<file path="config.mk">
export PLATFORM = sky130hd
export DESIGN_NAME = id_stage_pipe
export DESIGN_NICKNAME = d
export VERILOG_FILES = /design/src/rtl/id_stage_pipe.sv
export SDC_FILE = /design/constraint.sdc
export NUM_CORES = 2
export LEC_CHECK = 0
export ABC_AREA = 1
export CORE_UTILIZATION = 40
export CTS_BUF_LIST = sky130_fd_sc_hd__clkbuf_8 sky130_fd_sc_hd__clkbuf_16
export DETAILED_ROUTE_END_ITERATION = 8
export SYNTH_ARGS = -nofsm -noshare
export SYNTH_HDL_FRONTEND = slang
export SYNTH_SLANG_ARGS = --single-unit
</file>
<file path="constraint.sdc">
create_clock -name clk_i -period 2.94 [get_ports clk_i]
set_input_delay 0.441 -clock clk_i [delete_from_list [all_inputs] [get_ports clk_i]]
set_output_delay 0.441 -clock clk_i [all_outputs]
set_load 0.01 [all_outputs]
</file>
<file path="src/rtl/id_stage_pipe.sv">
// RV32I decode stage: register file, immediate generation, operand forwarding, hazard interlock and EX payload register.
// Optional feature macro: ID_FORWARDING_EN (EX/MEM forwarding; without it every RAW hazard stalls until the WB bypass).
module id_stage_pipe #(
  parameter int unsigned DATA_WIDTH = 32,
  parameter int unsigned NUM_REGS   = 32,
  parameter int unsigned ADDR_WIDTH = $clog2(NUM_REGS)
) (
  input  logic                  clk_i,
  input  logic                  rst_i,
  input  logic                  if_valid_i,
  output logic                  if_ready_o,
  input  logic [31:0]           instr_i,
  input  logic [DATA_WIDTH-1:0] pc_i,
  input  logic                  flush_i,
  output logic                  ex_valid_o,
  input  logic                  ex_ready_i,
  output logic [DATA_WIDTH-1:0] ex_op_a_o,
  output logic [DATA_WIDTH-1:0] ex_op_b_o,
  output logic [DATA_WIDTH-1:0] ex_store_data_o,
  output logic [DATA_WIDTH-1:0] ex_imm_o,
  output logic [DATA_WIDTH-1:0] ex_pc_o,
  output logic [ADDR_WIDTH-1:0] ex_rd_o,
  output logic [3:0]            ex_alu_op_o,
  output logic                  ex_reg_we_o,
  output logic                  ex_mem_we_o,
  output logic                  ex_mem_re_o,
  output logic                  ex_branch_o,
  output logic                  ex_jump_o,
  output logic                  ex_illegal_o,
  input  logic [DATA_WIDTH-1:0] ex_fwd_data_i,
  input  logic                  mem_fwd_we_i,
  input  logic [ADDR_WIDTH-1:0] mem_fwd_rd_i,
  input  logic [DATA_WIDTH-1:0] mem_fwd_data_i,
  input  logic                  wb_we_i,
  input  logic [ADDR_WIDTH-1:0] wb_waddr_i,
  input  logic [DATA_WIDTH-1:0] wb_wdata_i
);

  localparam logic [6:0] OPC_OP     = 7'b0110011;
  localparam logic [6:0] OPC_OPIMM  = 7'b0010011;
  localparam logic [6:0] OPC_LOAD   = 7'b0000011;
  localparam logic [6:0] OPC_STORE  = 7'b0100011;
  localparam logic [6:0] OPC_BRANCH = 7'b1100011;
  localparam logic [6:0] OPC_JAL    = 7'b1101111;
  localparam logic [6:0] OPC_JALR   = 7'b1100111;
  localparam logic [6:0] OPC_LUI    = 7'b0110111;
  localparam logic [6:0] OPC_AUIPC  = 7'b0010111;

  typedef struct packed {
    logic [DATA_WIDTH-1:0] op_a;
    logic [DATA_WIDTH-1:0] op_b;
    logic [DATA_WIDTH-1:0] store_data;
    logic [DATA_WIDTH-1:0] imm;
    logic [DATA_WIDTH-1:0] pc;
    logic [ADDR_WIDTH-1:0] rd;
    logic [3:0]            alu_op;
    logic                  reg_we;
    logic                  mem_we;
    logic                  mem_re;
    logic                  branch;
    logic                  jump;
    logic                  illegal;
  } ex_payload_t;

  logic [DATA_WIDTH-1:0] rf_q [NUM_REGS];
  ex_payload_t           ex_q, ex_d, dec;
  logic                  ex_valid_q, ex_valid_d;

  logic [6:0]            opcode;
  logic [2:0]            funct3;
  logic [4:0]            rs1_f, rs2_f, rd_f;
  logic [DATA_WIDTH-1:0] imm_i, imm_s, imm_b, imm_u, imm_j;
  logic                  use_rs1, use_rs2, writes_rd, legal_opc, stall;

  assign opcode = instr_i[6:0];
  assign funct3 = instr_i[14:12];
  assign rd_f   = instr_i[11:7];
  assign rs1_f  = instr_i[19:15];
  assign rs2_f  = instr_i[24:20];

  assign imm_i = DATA_WIDTH'($signed(instr_i[31:20]));
  assign imm_s = DATA_WIDTH'($signed({instr_i[31:25], instr_i[11:7]}));
  assign imm_b = DATA_WIDTH'($signed({instr_i[31], instr_i[7], instr_i[30:25], instr_i[11:8], 1'b0}));
  assign imm_u = DATA_WIDTH'($signed({instr_i[31:12], 12'h000}));
  assign imm_j = DATA_WIDTH'($signed({instr_i[31], instr_i[19:12], instr_i[20], instr_i[30:21], 1'b0}));

  // Source operand value: x0, then the youngest in-flight producer, then the register file with WB bypass.
  function automatic logic [DATA_WIDTH-1:0] read_src(input logic [4:0] field);
    logic [ADDR_WIDTH-1:0] idx;
    idx = ADDR_WIDTH'(field);
    if (field == 5'd0 || 32'(field) >= NUM_REGS) return '0;
`ifdef ID_FORWARDING_EN
    if (ex_valid_q && ex_q.reg_we && !ex_q.mem_re && ex_q.rd == idx) return ex_fwd_data_i;
    if (mem_fwd_we_i && mem_fwd_rd_i == idx) return mem_fwd_data_i;
`endif
    if (wb_we_i && wb_waddr_i == idx) return wb_wdata_i;
    return rf_q[idx];
  endfunction

  // A source that cannot be supplied this cycle forces a bubble.
  function automatic logic src_hazard(input logic [4:0] field);
    logic [ADDR_WIDTH-1:0] idx;
    logic                  hit;
    idx = ADDR_WIDTH'(field);
    hit = 1'b0;
    if (field != 5'd0 && 32'(field) < NUM_REGS) begin
      hit = ex_valid_q && ex_q.mem_re && ex_q.rd == idx;
`ifndef ID_FORWARDING_EN
      hit = hit || (ex_valid_q && ex_q.reg_we && ex_q.rd == idx) ||
            (mem_fwd_we_i && mem_fwd_rd_i == idx);
`endif
    end
    return hit;
  endfunction

`ifndef ID_FORWARDING_EN
  logic unused_fwd;
  assign unused_fwd = ^{ex_fwd_data_i, mem_fwd_data_i};
`endif

  always_comb begin
    dec       = '0;
    use_rs1   = 1'b1;
    use_rs2   = 1'b0;
    writes_rd = 1'b0;
    legal_opc = 1'b1;
    dec.pc    = pc_i;
    dec.rd    = ADDR_WIDTH'(rd_f);
    case (opcode)
      OPC_OP: begin
        writes_rd  = 1'b1;
        use_rs2    = 1'b1;
        dec.alu_op = {instr_i[30], funct3};
      end
      OPC_OPIMM: begin
        writes_rd  = 1'b1;
        dec.imm    = imm_i;
        dec.alu_op = {(funct3 == 3'b101) && instr_i[30], funct3};
      end
      OPC_LOAD: begin
        writes_rd  = 1'b1;
        dec.mem_re = 1'b1;
        dec.imm    = imm_i;
      end
      OPC_STORE: begin
        use_rs2    = 1'b1;
        dec.mem_we = 1'b1;
        dec.imm    = imm_s;
      end
      OPC_BRANCH: begin
        use_rs2    = 1'b1;
        dec.branch = 1'b1;
        dec.imm    = imm_b;
      end
      OPC_JAL: begin
        writes_rd = 1'b1;
        use_rs1   = 1'b0;
        dec.jump  = 1'b1;
        dec.imm   = imm_j;
      end
      OPC_JALR: begin
        writes_rd = 1'b1;
        dec.jump  = 1'b1;
        dec.imm   = imm_i;
      end
      OPC_LUI, OPC_AUIPC: begin
        writes_rd = 1'b1;
        use_rs1   = 1'b0;
        dec.imm   = imm_u;
      end
      default: legal_opc = 1'b0;
    endcase
    dec.reg_we  = writes_rd;
    dec.illegal = !legal_opc ||
                  (use_rs1 && 32'(rs1_f) >= NUM_REGS) ||
                  (use_rs2 && 32'(rs2_f) >= NUM_REGS) ||
                  (writes_rd && 32'(rd_f) >= NUM_REGS);
    if (dec.illegal) begin
      dec.reg_we = 1'b0;
      dec.mem_we = 1'b0;
      dec.mem_re = 1'b0;
    end
    if (opcode == OPC_AUIPC || opcode == OPC_JAL) dec.op_a = pc_i;
    else if (opcode == OPC_LUI)                   dec.op_a = '0;
    else                                          dec.op_a = read_src(rs1_f);
    dec.op_b       = (opcode == OPC_OP || opcode == OPC_BRANCH) ? read_src(rs2_f) : dec.imm;
    dec.store_data = read_src(rs2_f);
  end

  assign stall      = (use_rs1 && src_hazard(rs1_f)) || (use_rs2 && src_hazard(rs2_f));
  assign if_ready_o = !rst_i && (flush_i || (!stall && (!ex_valid_q || ex_ready_i)));

  // Flush kills the slot; otherwise the slot refills whenever it is empty or being consumed.
  always_comb begin
    ex_valid_d = ex_valid_q;
    ex_d       = ex_q;
    if (flush_i) begin
      ex_valid_d = 1'b0;
    end else if (!ex_valid_q || ex_ready_i) begin
      ex_valid_d = if_valid_i && !stall;
      if (ex_valid_d) ex_d = dec;
    end
  end

  always_ff @(posedge clk_i) begin
    if (rst_i) begin
      ex_valid_q <= 1'b0;
      ex_q       <= '0;
    end else begin
      ex_valid_q <= ex_valid_d;
      ex_q       <= ex_d;
    end
  end

  always_ff @(posedge clk_i) begin
    if (rst_i) begin
      for (int unsigned i = 0; i < NUM_REGS; i++) rf_q[i] <= '0;
    end else if (wb_we_i && wb_waddr_i != '0 && 32'(wb_waddr_i) < NUM_REGS) begin
      rf_q[wb_waddr_i] <= wb_wdata_i;
    end
  end

  assign ex_valid_o      = ex_valid_q;
  assign ex_op_a_o       = ex_q.op_a;
  assign ex_op_b_o       = ex_q.op_b;
  assign ex_store_data_o = ex_q.store_data;
  assign ex_imm_o        = ex_q.imm;
  assign ex_pc_o         = ex_q.pc;
  assign ex_rd_o         = ex_q.rd;
  assign ex_alu_op_o     = ex_q.alu_op;
  assign ex_reg_we_o     = ex_q.reg_we;
  assign ex_mem_we_o     = ex_q.mem_we;
  assign ex_mem_re_o     = ex_q.mem_re;
  assign ex_branch_o     = ex_q.branch;
  assign ex_jump_o       = ex_q.jump;
  assign ex_illegal_o    = ex_q.illegal;

endmodule

</file>
; ---- After elaboration in Yosys (flattened, before gate mapping)
; Memories as Yosys holds them, arrays and structs flattened.
; Cells that the tools add are included.
[totals]
mem_count = 1
mem_bits_rw = 1024
ff_bits = 176
out_inout_bits = 177
input_bits = 177
[op_classes]
n_eq_ne = 16
reduce_logical = 45
bitwise = 1
mux = 42
[memory_table]
columns = name, depth, word_bits, read_ports, rd_clocked_by_memory_dff, write_ports, line_no
row1 = rf_q, 32, 32, 2, 0, 32, 65  ; logic [DATA_WIDTH-1:0] rf_q [NUM_REGS];
[ops]
columns = op, count
row1 = $mux W32, 12
row2 = $pmux W32 S5, 1
row3 = $reduce_or A32 Y1, 1
row4 = $eq A5 B5 Y1, 6
row5 = $mux W1, 26
row6 = $eq A7 B6 Y1 const B, 3
row7 = $eq A7 B7 Y1 const B, 3
row8 = $logic_and A1 B1 Y1, 17
row9 = $reduce_bool A5 Y1, 3
row10 = $eq A7 B5 Y1 const B, 2
row11 = $logic_not A5 Y1, 2
row12 = $logic_or A1 B1 Y1, 9
row13 = $reduce_or A3 Y1, 3
row14 = $reduce_or A9 Y1, 1
row15 = $pmux W4 S2, 1
row16 = $eq A7 B2 Y1 const B, 1
row17 = $reduce_or A7 Y1, 1
row18 = $reduce_or A2 Y1, 3
row19 = $mux W5, 1
row20 = $logic_not A1 Y1, 4
row21 = $eq A3 B3 Y1 const B, 1
row22 = $mux W3, 1
row23 = $reduce_and A3 Y1, 1
row24 = $not A1 Y1, 1

; ---- Depth between registers and ports, before layout
[logic_depth]
ltp_word = 11
depth_mapped = 18

; ---- Least setup slack after synthesis
; OpenSTA, ideal clock, no wires.
[synth_timing]
path_kind = in2reg
start = input rst_i
end = memory rf_q[10][0] (enable)
path_buffers = 2
cell_stages = 7
required_time_ps = 2551
arrival_ps = 2325
setup_ps = 389
slack_ps = 225
path_cell_list = clkbuf_1 -> inv_1 -> nand3_1 -> nor3_1 -> nand2_1 -> clkbuf_1 -> nand2_1
[synth_lines]
columns = item, line_no
row1 = from (decl), 9  ; input logic rst_i,
row2 = to (decl), 65

; ---- Worst setup path in the final report
[layout_timing]
start = input instr_i[0]
end = output if_ready_o
[layout_via]
elab_chain_cells = 9
word_cells_on_any_way = 17
classes_between = eq/ne (6) / mux (2) / reduce/logical (9)
[layout_rtl]
columns = item, line_no
row1 = from (decl), 12  ; input logic [31:0] instr_i,
row2 = $eq A7 B5 Y1 (tied with other cells), 129  ; case (opcode)
row3 = $reduce_or A3 Y1 (no source line), -
row4 = $mux W1, 129
row5 = $logic_and A1 B1 Y1, 190  ; assign stall = (use_rs1 && src_hazard(rs1_f)) || (use_rs2 && src_hazard(rs2_f));
row6 = $logic_or A1 B1 Y1 (*), 190
row7 = $logic_not A1 Y1 (*), 191  ; assign if_ready_o = !rst_i && (flush_i || (!stall && (!ex_valid_q || ex_ready_i)));
row8 = $logic_and A1 B1 Y1 (*), 191
row9 = $logic_or A1 B1 Y1 (*), 191
row10 = $logic_and A1 B1 Y1 (*), 191
row11 = to (decl), 11  ; output logic if_ready_o,
; Every way passes the cells marked *; elsewhere a longest branch is shown, timed or not.

==> reports/results.ini <==
[run_status]
status=completed

[layout]
multi_input_area_um2=25300
fin_cells=10600
n_fill_cell=15400
finalCoreUtilization_pct=48.1
stdcell_area_um2=77100
drive_above_1_share_pct=8.95
regArea_um2=34300
area_growth_pct=19.4
layout.nets=8479

[synthesis]
synth_cell_types=38
yosys_warnings=0
synthFlopType=edfxtp_1
avgSynthCellArea_um2=7.98
yosysMostFrequentCell=nor2_1
ys_seq_area_share_pct=53.1
synthArstFlopShare_pct=0
synthesis.area_um2=64600
synth-edff-count=1024
yosys.area.top_type_share_pct=47.6
synthTopCellsByCount=nor2_1 (1677), nand2_1 (1551), edfxtp_1 (1024)
syn-instance-count=8092
synth_top_area_cell=edfxtp_1
synth-seq-cells=1200
synth_area_leaders=edfxtp_1 (48%), nor2_1 (9.8%), nand2_1 (9.0%)

[grt]
grt_usage_pct=32.6
grt_pass1_vias=57300
grt_pass1_wl_um=390000
antenna_found_initial=12
grt_max_degree=127
overflow=0

[clocking]
cts_tree=yes
cts_max_path_buffers=3
cts_root_buf=clkbuf_16
clk_pin_slew_ns=0.06
worstSkewPairLatency_ns=0.78
cts_sinks=1200
h-tree-depth=4
numCtsBuffers=135

[floorplan]
core_um2=160000
num_rows=147
io_pins=354
die_w_um=404
start_util_pct=40.2
die_h_um=404
dieArea_um2=163000

[route]
drt_iter0_drc=8787
wirelength_um=273000
wl_per_cell_um=25.8
ant_nets=0
dr.pass1.iters=8
num_vias=61900
drc=0
vias_per_cell=5.86

[sta]
rsz0062_at_grt=no
period_minus_slack_ns=2.80
hold_slack_ns=0.264
hold_viol_final=0
fin_skew_ns=0.0255
fin_tns_setup_ns=0
fin_crit_sh_pct=95.1
drv_slew=0
relSlewSlack_pct=14.2
setup_viol=0
fmax_mhz=358
worst_pin_slew_ns=1.29

[worst_hold_path]
min-delay-start=flush_i
hold_class=in2reg

[placement]
place_inst=10300
io_buffer_count=289
place_area_um2=72800
gp_congestion=0.974
dpl.hpwl_um=176000

[setup_path]
cp_data_required_time_ns=2.50
crit_start=instr_i[0]
arrival_ns=2.35
critical_path_class=in2out
ff2ff_setup_slack_ns=0.72
end_kind=primary output
crit_fanout=3
r2r_start=ex_mem_re_o
start_kind=input pin

[pwr]
intPower_uw=31000
power_leakage_uw=0.0312
p_comb_share_pct=15.5
p_seq_share_pct=46.0
p_sw_share_pct=28.2
power.share.clock_pct=38.5
peakVddDrop_mv=0.640
p_per_area_nw_per_um2=560
switching_power_uw=12200

[flow_run]
max-cap-violations=0

==> placed cells by master, fill, tap and decap left out, drive strengths merged, types with 3 or more instances in the layout <==
master / count
buf: 473
conb: 32
a22oi: 4
nand4: 81
clkinv: 42
inv: 642
or2: 5
nand2: 1564
clkdlybuf4s50: 276
dfxtp: 176
o211ai: 347
o21ai: 478
o22ai: 6
edfxtp: 1024
nor2: 1684
bufinv: 7
nor3: 52
clkbuf: 145
nand3: 853
diode: 8
clkinvlp: 3
a21oi: 503
==> flip-flops by register name, summed over array words and instances, names as in the netlist <==
register,count
rf_q,1024
ex_illegal_o,1
ex_op_a_o,32
ex_mem_re_o,1
ex_reg_we_o,1
ex_rd_o,5
ex_alu_op_o,4
ex_pc_o,32
ex_store_data_o,32
ex_valid_o,1
ex_mem_we_o,1
ex_branch_o,1
ex_jump_o,1
ex_op_b_o,32
ex_imm_o,32
==> final timing paths <==
kind                       to  cells after the start
setup / recovery   if_ready_o                     10
hold reg to reg    ex_pc_o[3]                      2
setup reg to reg  ex_mem_re_o                     13
hold / removal     ex_valid_o                      2
==> critical path: stages <==
cell	delay, ns
clkdlybuf4s50_1	0.58
nand2_2	0.14
nor3_2	0.18
o21ai_2	0.16
nor2_1	0.19
nand2_1	0.09
nand2_2	0.08
nor2_1	0.04
o21a_1	0.16
dlygate4sd2_1	0.29
==> per-stage QoR <==
| step | worst slack [ns] | power [uW] |
|---|---|---|
| after floorplan | 0.225 | 23400 |
| after global placement | -0.184 | 26600 |
| after detailed placement | -0.180 | 26700 |
| after CTS | 0.107 | 43000 |
| after global routing | 0.0310 | 44300 |
| final | 0.144 | 43100 |
==> cells by family after synthesis <==
group,count (synthesis),synth area share [%]
buffers and inverters,1307,8.12
AOI/OAI and AO/OA,1344,11.9
other,1,0.00581
and+or+nand+nor,4240,26.9
DFF,1200,53.1
==> power groups by stage <==
stage               Combinational (uW)  Sequential [uW]  Clock, uW
floorplan                         3280            20100          0
global placement                  6420            20100          0
detailed placement                6490            20200          0
CTS                               6520            19800      16700
global route                      7040            19900      17400
finish                            6680            19800      16600
==> per-layer routing <==
| layer | up-vias | part of all wire (%) | global-route usage (%) |
|---|---|---|---|
| li1 | 27400 | - | - |
| met1 | 29600 | 38 | 43.2 |
| met2 | 4064 | 44 | 49.1 |
| met3 | 855 | 12 | 6.10 |
| met4 | 6 | 6.8 | 20.4 |
| met5 | - | 0.012 | 0 |
==> cell type report <==
type | count | share of cell area [%]
flip-flops and latches | 1200 | 44.5
multi-input cells | 5616 | 32.8
repair buffers | 751 | 10.7
clock buffers | 145 | 4.68
well taps | 2160 | 3.51
inverters | 598 | 2.96
clock inverters | 96 | 0.849
diodes | 8 | 0.0260
==> repair_timing <==
item | CTS | global route
pin swaps | 0 | 1
hold buffers | 0 | 0
buffers inserted | 0 | 1
endpoints found under the setup margin | 1 | 1
resized for setup | 10 | 0
Note: power is estimated with default switching activity, not from simulation.
